--- src/rtl/crc8_serial.sv ---
// Serial CRC-8: absorbs Data LSB-first while Active, then shifts CRC out LSB-first with Valid for WIDTH cycles.
// First CRC bit on the first edge with Active low; no backpressure. CRC_PAR_OUT_EN adds a parallel capture port.
module crc8_serial #(
  parameter int               WIDTH = 8,
  parameter logic [WIDTH-1:0] SEED  = 8'hD8,
  parameter logic [WIDTH-1:0] TAPS  = 8'b01000100
) (
  input  logic             CLK,
  input  logic             RST,
  input  logic             Active,
  input  logic             Data,
`ifdef CRC_PAR_OUT_EN
  output logic [WIDTH-1:0] Crc_Par,
  output logic             Crc_Par_Valid,
`endif
  output logic             CRC,
  output logic             Valid
);

  localparam int             CW      = $clog2(WIDTH + 1);
  localparam logic [CW-1:0]  CNT_END = CW'(WIDTH);
  // Stage WIDTH-1 always takes plain feedback, so its tap bit is ignored.
  localparam logic [WIDTH-1:0] TAP_LO = {1'b0, TAPS[WIDTH-2:0]};

  logic [WIDTH-1:0] lfsr_q, lfsr_d;
  logic [CW-1:0]    cnt_q, cnt_d;
  logic             crc_q, crc_d;
  logic             valid_q, valid_d;
  logic             fb;

  assign fb = Data ^ lfsr_q[0];

  always_comb begin
    lfsr_d  = lfsr_q;
    cnt_d   = cnt_q;
    crc_d   = 1'b0;
    valid_d = 1'b0;
    if (Active) begin
      lfsr_d = {fb, lfsr_q[WIDTH-1:1]} ^ (TAP_LO & {WIDTH{fb}});
      cnt_d  = '0;
    end else if (cnt_q < CNT_END) begin
      crc_d   = lfsr_q[0];
      lfsr_d  = {1'b0, lfsr_q[WIDTH-1:1]};
      valid_d = 1'b1;
      cnt_d   = cnt_q + CW'(1);
    end
  end

  always_ff @(posedge CLK or posedge RST) begin
    if (RST) begin
      lfsr_q  <= SEED;
      cnt_q   <= '0;
      crc_q   <= 1'b0;
      valid_q <= 1'b0;
    end else begin
      lfsr_q  <= lfsr_d;
      cnt_q   <= cnt_d;
      crc_q   <= crc_d;
      valid_q <= valid_d;
    end
  end

  assign CRC   = crc_q;
  assign Valid = valid_q;

`ifdef CRC_PAR_OUT_EN
  logic             act_q;
  logic             cap;
  logic [WIDTH-1:0] par_q;
  logic             par_vld_q;

  // Capture the pre-shift LFSR on the Active falling edge, in step with the first serial bit.
  assign cap = act_q & ~Active;

  always_ff @(posedge CLK or posedge RST) begin
    if (RST) begin
      act_q     <= 1'b0;
      par_q     <= '0;
      par_vld_q <= 1'b0;
    end else begin
      act_q     <= Active;
      par_vld_q <= cap;
      if (cap) par_q <= lfsr_q;
    end
  end

  assign Crc_Par       = par_q;
  assign Crc_Par_Valid = par_vld_q;
`endif

endmodule

--- config.mk ---
export PLATFORM = sky130hd
export DESIGN_NAME = crc8_serial
export DESIGN_NICKNAME = d
export VERILOG_FILES = /design/src/rtl/crc8_serial.sv
export SDC_FILE = /design/constraint.sdc
export NUM_CORES = 1
export LEC_CHECK = 0
export BUFFER_PORTS_ARGS = -buffer_cell sky130_fd_sc_hd__buf_2
export CORE_MARGIN = 2
export CORE_UTILIZATION = 31
export CTS_BUF_LIST = sky130_fd_sc_hd__clkbuf_8
export DETAILED_ROUTE_END_ITERATION = 6
export PLACE_DENSITY = 0.45
export SYNTH_ARGS = -nofsm -noshare
export SYNTH_HDL_FRONTEND = slang
export SYNTH_SLANG_ARGS = --single-unit
--- constraint.sdc ---
create_clock -name CLK -period 3 [get_ports CLK]
set_input_delay 0.15 -clock CLK [delete_from_list [all_inputs] [get_ports CLK]]
set_output_delay 0.15 -clock CLK [all_outputs]
set_load 0.02 [all_outputs]
# Word level (Yosys, flattened, before mapping)
# Index checks and enable logic that the tools add are counted.
[word_totals]
register_bits = 14
in_bits = 4
output_inout_bits = 2
wordCells = 17
[op_classes]
add_sub_neg = 1
n_lt_le_gt_ge = 1
n_mux = 8
bitwise_logic = 2
reduce_logical = 1
[ops]
columns = ["cell", "n"]
rows = [
  ["$mux W8", 2],
  ["$mux W4", 2],
  ["$xor A8 B7 Y8", 1],
  ["$add A4 B1 Y4 const B", 1],
  ["$lt A4 B4 Y1 const B", 1],
  ["$mux W1", 4],
  ["$reduce_bool A2 Y1", 1],
  ["$xor A1 B1 Y1", 1],
]

# Longest topological paths before layout
# Gate-level depths: netlist of the first run.
[logic_depth]
depth_word = 3
ltp_mapped = 4
mapped_depth_nobuf = 4

# Least setup slack after synthesis of the first run
# No wires, ideal clock.
[synth_timing]
path_type = "reg2reg"
start = "reg cnt_q[3]"
end = "reg lfsr_q[0]"
setup_time_ns = 0.125
arrival_ns = 1.033
t_required_ns = 2.875
path_slack_ns = 1.843
path_stages_with_launch = 5
path_buffers = 2
period_less_slack_ns = 1.157
path_cell_list = "dfrtp_1 buf_4 nand2b_1 buf_2 mux2_2"
[synth_via]
elab_chain_cells = 2
[synth_lines]
columns = ["item", "line_no", "rtl"]
rows = [
  ["start, declared", "26", "logic [CW-1:0] cnt_q, cnt_d;"],
  ["start signal, assigned", "57", "cnt_q <= cnt_d;"],
  ["$lt A4 B4 Y1", "41", "end else if (cnt_q < CNT_END) begin"],
  ["$reduce_bool A2 Y1 (no source line)", "-", ""],
  ["end signal, assigned", "56", "lfsr_q <= lfsr_d;"],
  ["end, declared", "25", "logic [WIDTH-1:0] lfsr_q, lfsr_d;"],
]
# Every way passes these cells.
# A chain may end at the register's enable or synchronous reset.

# Final worst setup path of the first run
# Same ends and word-level chain as after synthesis.

==> results of run 1 <==
==> power groups by stage <==
| stage | combinational (mW) | sequential [mW] | clock, mW |
|---|---|---|---|
| final | 0.124 | 0.306 | 0.149 |
| after global routing | 0.137 | 0.313 | 0.168 |
| after global placement | 0.121 | 0.309 | 0 |
| after detailed placement | 0.125 | 0.310 | 0 |
| after floorplan | 0.0989 | 0.303 | 0 |
| after CTS | 0.127 | 0.307 | 0.157 |
==> cells in the mapped netlist (all sizes together) <==
master,instances,area (µm²)
dfrtp,10,250.2
mux2,6,71.31
nor2,5,18.77
dfstp,4,105.1
buf,3,17.52
inv,2,7.510
nor2b,2,12.51
xnor2,2,17.52
xor2,2,25.03
a211oi,1,7.510
a21oi,1,5.000
a31oi,1,6.260
and2,1,7.510
ha,1,12.51
mux2i,1,10.01
nand2,1,3.750
nand2b,1,6.260
nand3,1,5.000
o21ai,1,5.000
o221a,1,11.26
==> final cells by class <==
| cell class | instances | share of cell area |
|---|---|---|
| flip-flops and latches | 14 | 0.5108 |
| multi-input cells | 28 | 0.3237 |
| clock buffers | 3 | 0.05935 |
| repair buffers | 6 | 0.05036 |
| well taps | 25 | 0.04496 |
| inverters | 2 | 0.01079 |
==> metal layers <==
metal	wire, µm	share of wire
met1	430	0.48
met2	394	0.44
met3	58	0.065
met4	11	0.012
met5	0	0
==> sequential cells by signal (all words and copies together), names as in the netlist <==
signal / cells
cnt_q: 4
Valid: 1
lfsr_q: 8
CRC: 1
==> logic make-up (layout without fill, tap and decap cells) <==
group / after synthesis / after routing / share of synthesized area
flops: 14 / 14 / 0.5868
simple gates: 11 / 11 / 0.08884
mux: 7 / 7 / 0.1343
xor+xnor: 4 / 4 / 0.07026
buf+inv: 5 / 11 / 0.04133
fa+ha+maj: 1 / 1 / 0.02066
compound gates: 5 / 5 / 0.05785
==> worst min path at each step <==
stage                      start              endpoint  slack (ns)  depth (start not counted)
after floorplan              RST         CRC$_DFF_PP0_        0.04                          1
after global placement       RST  cnt_q[2]$_DFFE_PP0P_        0.19                          2
after detailed placement     RST  cnt_q[2]$_DFFE_PP0P_        0.21                          2
after CTS                 Active  cnt_q[2]$_DFFE_PP0P_        0.20                          2
after global routing      Active  cnt_q[0]$_DFFE_PP0P_        0.23                          2
final                     Active  cnt_q[2]$_DFFE_PP0P_        0.21                          2
==> timing repair <==
item                                   in CTS  in global routing
endpoints found under the hold margin      10                  0
hold buffers                                1                  0
resized for setup                           0                  0
buffers inserted                            0                  0
==> stage by stage <==
stage	hold slack [ns]	area (µm²)	setup WS, ns	total power [mW]	util
2_1_floorplan	0.03636	605.6	1.843	0.4023	-
3_3_place_gp	0.1910	644.4	1.798	0.4305	0.3614
3_5_place_dp	0.2111	644.4	1.737	0.4350	0.3614
4_1_cts	0.2006	695.7	1.732	0.5906	0.3902
5_1_grt	0.2263	695.7	1.683	0.6176	0.3902
6_report	0.2099	695.7	1.735	0.5800	0.3902
==> out/results.ini, run 1 <==
[global_route]
met1_usage = 0.1126
grt_busiest_layer = met2
grt_pass1_vias = 328
track_usage = 0.1000
antenna_found_initial = 0
grt_pass1_wl_mm = 1.435
grtUsageMet3 = 0.07778
grt-ovfl-total = 0
use_met2 = 0.1368
grt_max_degree = 15

[detailed_routing]
first_pass_iters = 4
wl_per_cell_um = 11.47
routed_via_density = 4.385
wirelength_um = 895
drt_iter0_markers = 5
via_count = 342
drc = 0
ant_nets = 0

[cts]
cts_tree = yes
clkSinkCount = 14
htreeDepth = 1
clkLatencyLatePin_ns = 0.24
cts.clk_slew.worst_paths_ns = 0.06
numCtsBuffers = 3
clk_path_buf_depth = 2
root_buffer = clkbuf_8

[timing]
post-route-period-util = 0.4217
slew_headroom = 0.6535
finalHoldViolCount = 0
fmax_mhz = 790.5
grt_setup_unrepaired = false
tightest_slew_ns = 0.5191
finalSetupViolations = 0
finalMaxSlewViolations = 0
fin_skew_ns = 0.008034
tns_ns = 0
period_needed_ns = 1.265

[placed_design]
dp_cells = 74
portBuffers = 5
place.gp.congestion = 0.7563
dp_hpwl_um = 635.8

[setup_path]
worstReg2RegStart = cnt_q[3]$_DFFE_PP0P_
cp_cell_sequence = nand2b_1, mux2_2
cp-start-kind = flip-flop
endpoint = lfsr_q[0]$_DFFE_PP0P_
slowest_delay_ns = 0.48
arrival_ns = 1.39
cp.required_ns = 3.12
r2r-end = lfsr_q[0]$_DFFE_PP0P_
slowest_stage = dfrtp_1
r2r_slack_ns = 1.74
critPathLaunch = cnt_q[3]$_DFFE_PP0P_
crit_cells = 2
cp_max_fo = 9
criticalPathCategory = reg2reg
cp_top_family = flip-flops
worst-path-buf-inv = 0
crit_path_end_kind = flip-flop
r2r_cells = 2

[final_layout]
multi_input_area_um2 = 225.2
final_nets = 60
final_cells = 78
layout.area.seq_um2 = 355.3
syn_to_final_growth_pct = 14.88
drive_above_1_share = 0.3774
final.fill_count = 171
diodes = 0
layout_common_cells = 10 x dfrtp_1, 5 x nor2_1, 5 x mux2_2, 5 x buf_2, 4 x dfstp_2
final_common_cell = dfrtp_1

[logic_synthesis]
syn_area_um2 = 605.6
synth_fp_nets = 52
ys_seq_area_frac = 0.5868
yosys_warnings = 0
syn_area_per_cell_um2 = 12.88
synth-seq-cells = 14
yosysUniqueCellTypes = 23
postSynthCellCount = 47

[pwr]
swShare = 0.2621
leakage_nw = 0.3088
switchingPower_mw = 0.1520
pwr-share-comb = 0.215
power.density_nw_per_um2 = 833.7
clock_power_share = 0.257
internal_power_mw = 0.4280
ir_worst_vdd_mv = 0.3850
seqPwrFrac = 0.528

[floorplanning]
die_x_um = 48.20
ios = 6
fp-row-count = 15
die-area_um2 = 2323
chipHeight_um = 48.20
core_um2 = 1783
initial_core_util = 0.3396

[hold_path]
hold_path.class = in2reg

[run]
maxCapViolations = 0

[status]
outcome = finished, final reports clean

No activity file was read; power rests on OpenSTA's default activity.
==> run 2: changes to the inputs <==
--- a/config.mk
+++ b/config.mk
@@ -10,7 +10,7 @@
 export CORE_UTILIZATION = 31
 export CTS_BUF_LIST = sky130_fd_sc_hd__clkbuf_8
 export DETAILED_ROUTE_END_ITERATION = 6
-export PLACE_DENSITY = 0.45
+export PLACE_DENSITY = 0.47
 export SYNTH_ARGS = -nofsm -noshare
 export SYNTH_HDL_FRONTEND = slang
 export SYNTH_SLANG_ARGS = --single-unit
==> constraint.sdc (replaced) <==
create_clock -name CLK -period 1.1 [get_ports CLK]
set_input_delay 0.055 -clock CLK [delete_from_list [all_inputs] [get_ports CLK]]
set_output_delay 0.055 -clock CLK [all_outputs]
set_load 0.02 [all_outputs]
==> out/results.ini, run 2 (synthesis results as in run 1) <==
[status]
outcome = finished, final reports clean  ; unchanged

[pwr]
leakage_nw = 0.3448  ; was 0.3088 nW
ir_worst_vdd_mv = 0.8921  ; was 0.3850 mV
power_mw = 1.761  ; was 0.5800 mW
power.density_nw_per_um2 = 2331  ; was 833.7 nW/µm²

[cts]
numCtsBuffers = 3  ; unchanged
clkLatencyLatePin_ns = 0.24  ; about the same
cts.clk_slew.worst_paths_ns = 0.06  ; about the same
clk_path_buf_depth = 2  ; unchanged
cts_tree = yes  ; unchanged
clkSinkCount = 14  ; unchanged
root_buffer = clkbuf_8  ; unchanged
htreeDepth = 1  ; unchanged

[detailed_routing]
ant_nets = 0  ; unchanged
drt_iter0_markers = 5  ; unchanged
drc = 0  ; unchanged
via_count = 370  ; was 342
wl_per_cell_um = 11.23  ; was 11.47 µm
wirelength_um = 932  ; was 895 µm
first_pass_iters = 4  ; unchanged
routed_via_density = 4.458  ; was 4.385

[global_route]
grt_max_degree = 15  ; unchanged
antenna_found_initial = 0  ; unchanged
grt_pass1_wl_mm = 1.462  ; was 1.435 mm
grt-ovfl-total = 0  ; unchanged
track_usage = 0.09557  ; was 0.1000
grt_pass1_vias = 351  ; was 328

[setup_path]
endpoint = lfsr_q[6]$_DFFE_PP1P_  ; was lfsr_q[0]$_DFFE_PP0P_
r2r-end = lfsr_q[6]$_DFFE_PP1P_  ; was lfsr_q[0]$_DFFE_PP0P_
worstReg2RegStart = lfsr_q[0]$_DFFE_PP0P_  ; was cnt_q[3]$_DFFE_PP0P_
r2r_cells = 3  ; was 2
cp_max_fo = 2  ; was 9
arrival_ns = 1.26  ; was 1.39 ns
critPathLaunch = lfsr_q[0]$_DFFE_PP0P_  ; was cnt_q[3]$_DFFE_PP0P_
crit_path_end_kind = flip-flop  ; unchanged
r2r_slack_ns = 0.008  ; was 1.74 ns
cp-start-kind = flip-flop  ; unchanged
cp.required_ns = 1.27  ; was 3.12 ns
criticalPathCategory = reg2reg  ; unchanged

[final_layout]
final_common_cell = dfrtp_1  ; unchanged
largest_reg_flops = 8  ; unchanged
top_regs = lfsr_q: 8 flops, cnt_q: 4 flops  ; unchanged
diodes = 0  ; unchanged
final_area_um2 = 755.7  ; was 695.7 µm²
layout_common_cells = 9 x dfrtp_1, 5 x nor2_1, 5 x mux2_2, 5 x buf_2  ; was 10 x dfrtp_1, 5 x nor2_1, 5 x mux2_2, 5 x buf_2, 4 x dfstp_2
syn_to_final_growth_pct = 24.79  ; was 14.88%
postLayoutCoreUtil = 0.4239  ; was 0.3902
final.fill_count = 163  ; was 171
final_cells = 83  ; was 78
largest_register = lfsr_q  ; unchanged
final_nets = 64  ; was 60
drive_above_1_share = 0.4828  ; was 0.3774

[floorplanning]
die-area_um2 = 2323  ; unchanged
ios = 6  ; unchanged
die_x_um = 48.20  ; unchanged
fp-row-count = 15  ; unchanged
chipHeight_um = 48.20  ; unchanged
core_um2 = 1783  ; unchanged
initial_core_util = 0.3396  ; unchanged

[timing]
grt_setup_unrepaired = true  ; was false
postLayoutSetupSlackWorst_ns = 0.008347  ; was 1.735 ns
finalMaxSlewViolations = 0  ; unchanged
finalSetupViolations = 0  ; unchanged
slew_headroom = 0.6611  ; was 0.6535
finalHoldViolCount = 0  ; unchanged
fin_skew_ns = 0.001482  ; was 0.008034 ns
tightest_slew_ns = 0.5079  ; was 0.5191 ns
fmax_mhz = 916.0  ; was 790.5 MHz
period_needed_ns = 1.092  ; was 1.265 ns
post-route-period-util = 0.9924  ; was 0.4217

[run]
maxCapViolations = 0  ; unchanged

[placed_design]
placed_area_um2 = 666.9  ; was 644.4 µm²
dp_cells = 76  ; was 74
dp_slack_ns = -0.01287  ; was 1.737 ns
place.gp.congestion = 0.6884  ; was 0.7563
portBuffers = 5  ; unchanged

[hold_path]
min_path_cells = 2  ; unchanged
hold_path.class = in2reg  ; unchanged

==> run 2: worst min path at each step <==
| stage | startpoint | to | slack [ns] |
|---|---|---|---|
| 6_report | Active | cnt_q[2]$_DFFE_PP0P_ | 0.12 |
| 5_1_grt | Active | cnt_q[3]$_DFFE_PP0P_ | 0.15 |
| 4_1_cts | Active | cnt_q[2]$_DFFE_PP0P_ | 0.13 |
| 3_5_place_dp | RST | cnt_q[2]$_DFFE_PP0P_ | 0.11 |
| 3_3_place_gp | RST | Valid$_DFF_PP0_ | 0.1 |
| 2_1_floorplan | RST | CRC$_DFF_PP0_ | -0.06 |
==> run 2: layout make-up <==
cell class	instances	area (µm²)	share of cell area
inverter	2	7.507	0.009934
tap	25	31.28	0.04139
clock buffer	4	55.05	0.07285
multi-input combinational	28	240.2	0.3179
sequential	14	356.6	0.4719
timing repair buffer	10	65.06	0.08609
==> run 2: stage by stage <==
stage	TNS (ns)	hold slack (ns)
global placement	0	0.09660
detailed placement	-0.01287	0.1110
finish	0	0.1205
floorplan	0	-0.05864
CTS	0	0.1326
global route	-0.007667	0.1506
==> run 2: routing by layer <==
metal,vias to the layer above,track usage,part of all wire
li1,176,-,-
met1,187,0.1201,0.49
met2,7,0.1368,0.47
met3,0,0.03333,0.042
met4,0,0.06486,0
met5,-,0,0
==> run 2: timing repair <==
item	4_1_cts	5_1_grt
hold buffers	1	0
pin swaps	0	3
buffers inserted	1	1
gates resized for setup	0	2
endpoints found under the hold margin	10	0
cloned	0	0
endpoints found under the setup margin	1	7
==> run 2: critical path, cell delays in order, from the launching register on <==
cell	delay, ns
dfrtp_1	0.41
xor2_2	0.16
mux2_4	0.25
o221a_1	0.20
==> run 2: power breakdown <==
part	switching [mW]	total (mW)	internal (mW)
clock network	0.164	0.480	0.316
registers	0.111	0.840	0.729
logic	0.170	0.441	0.271
total	0.445	1.76	1.32
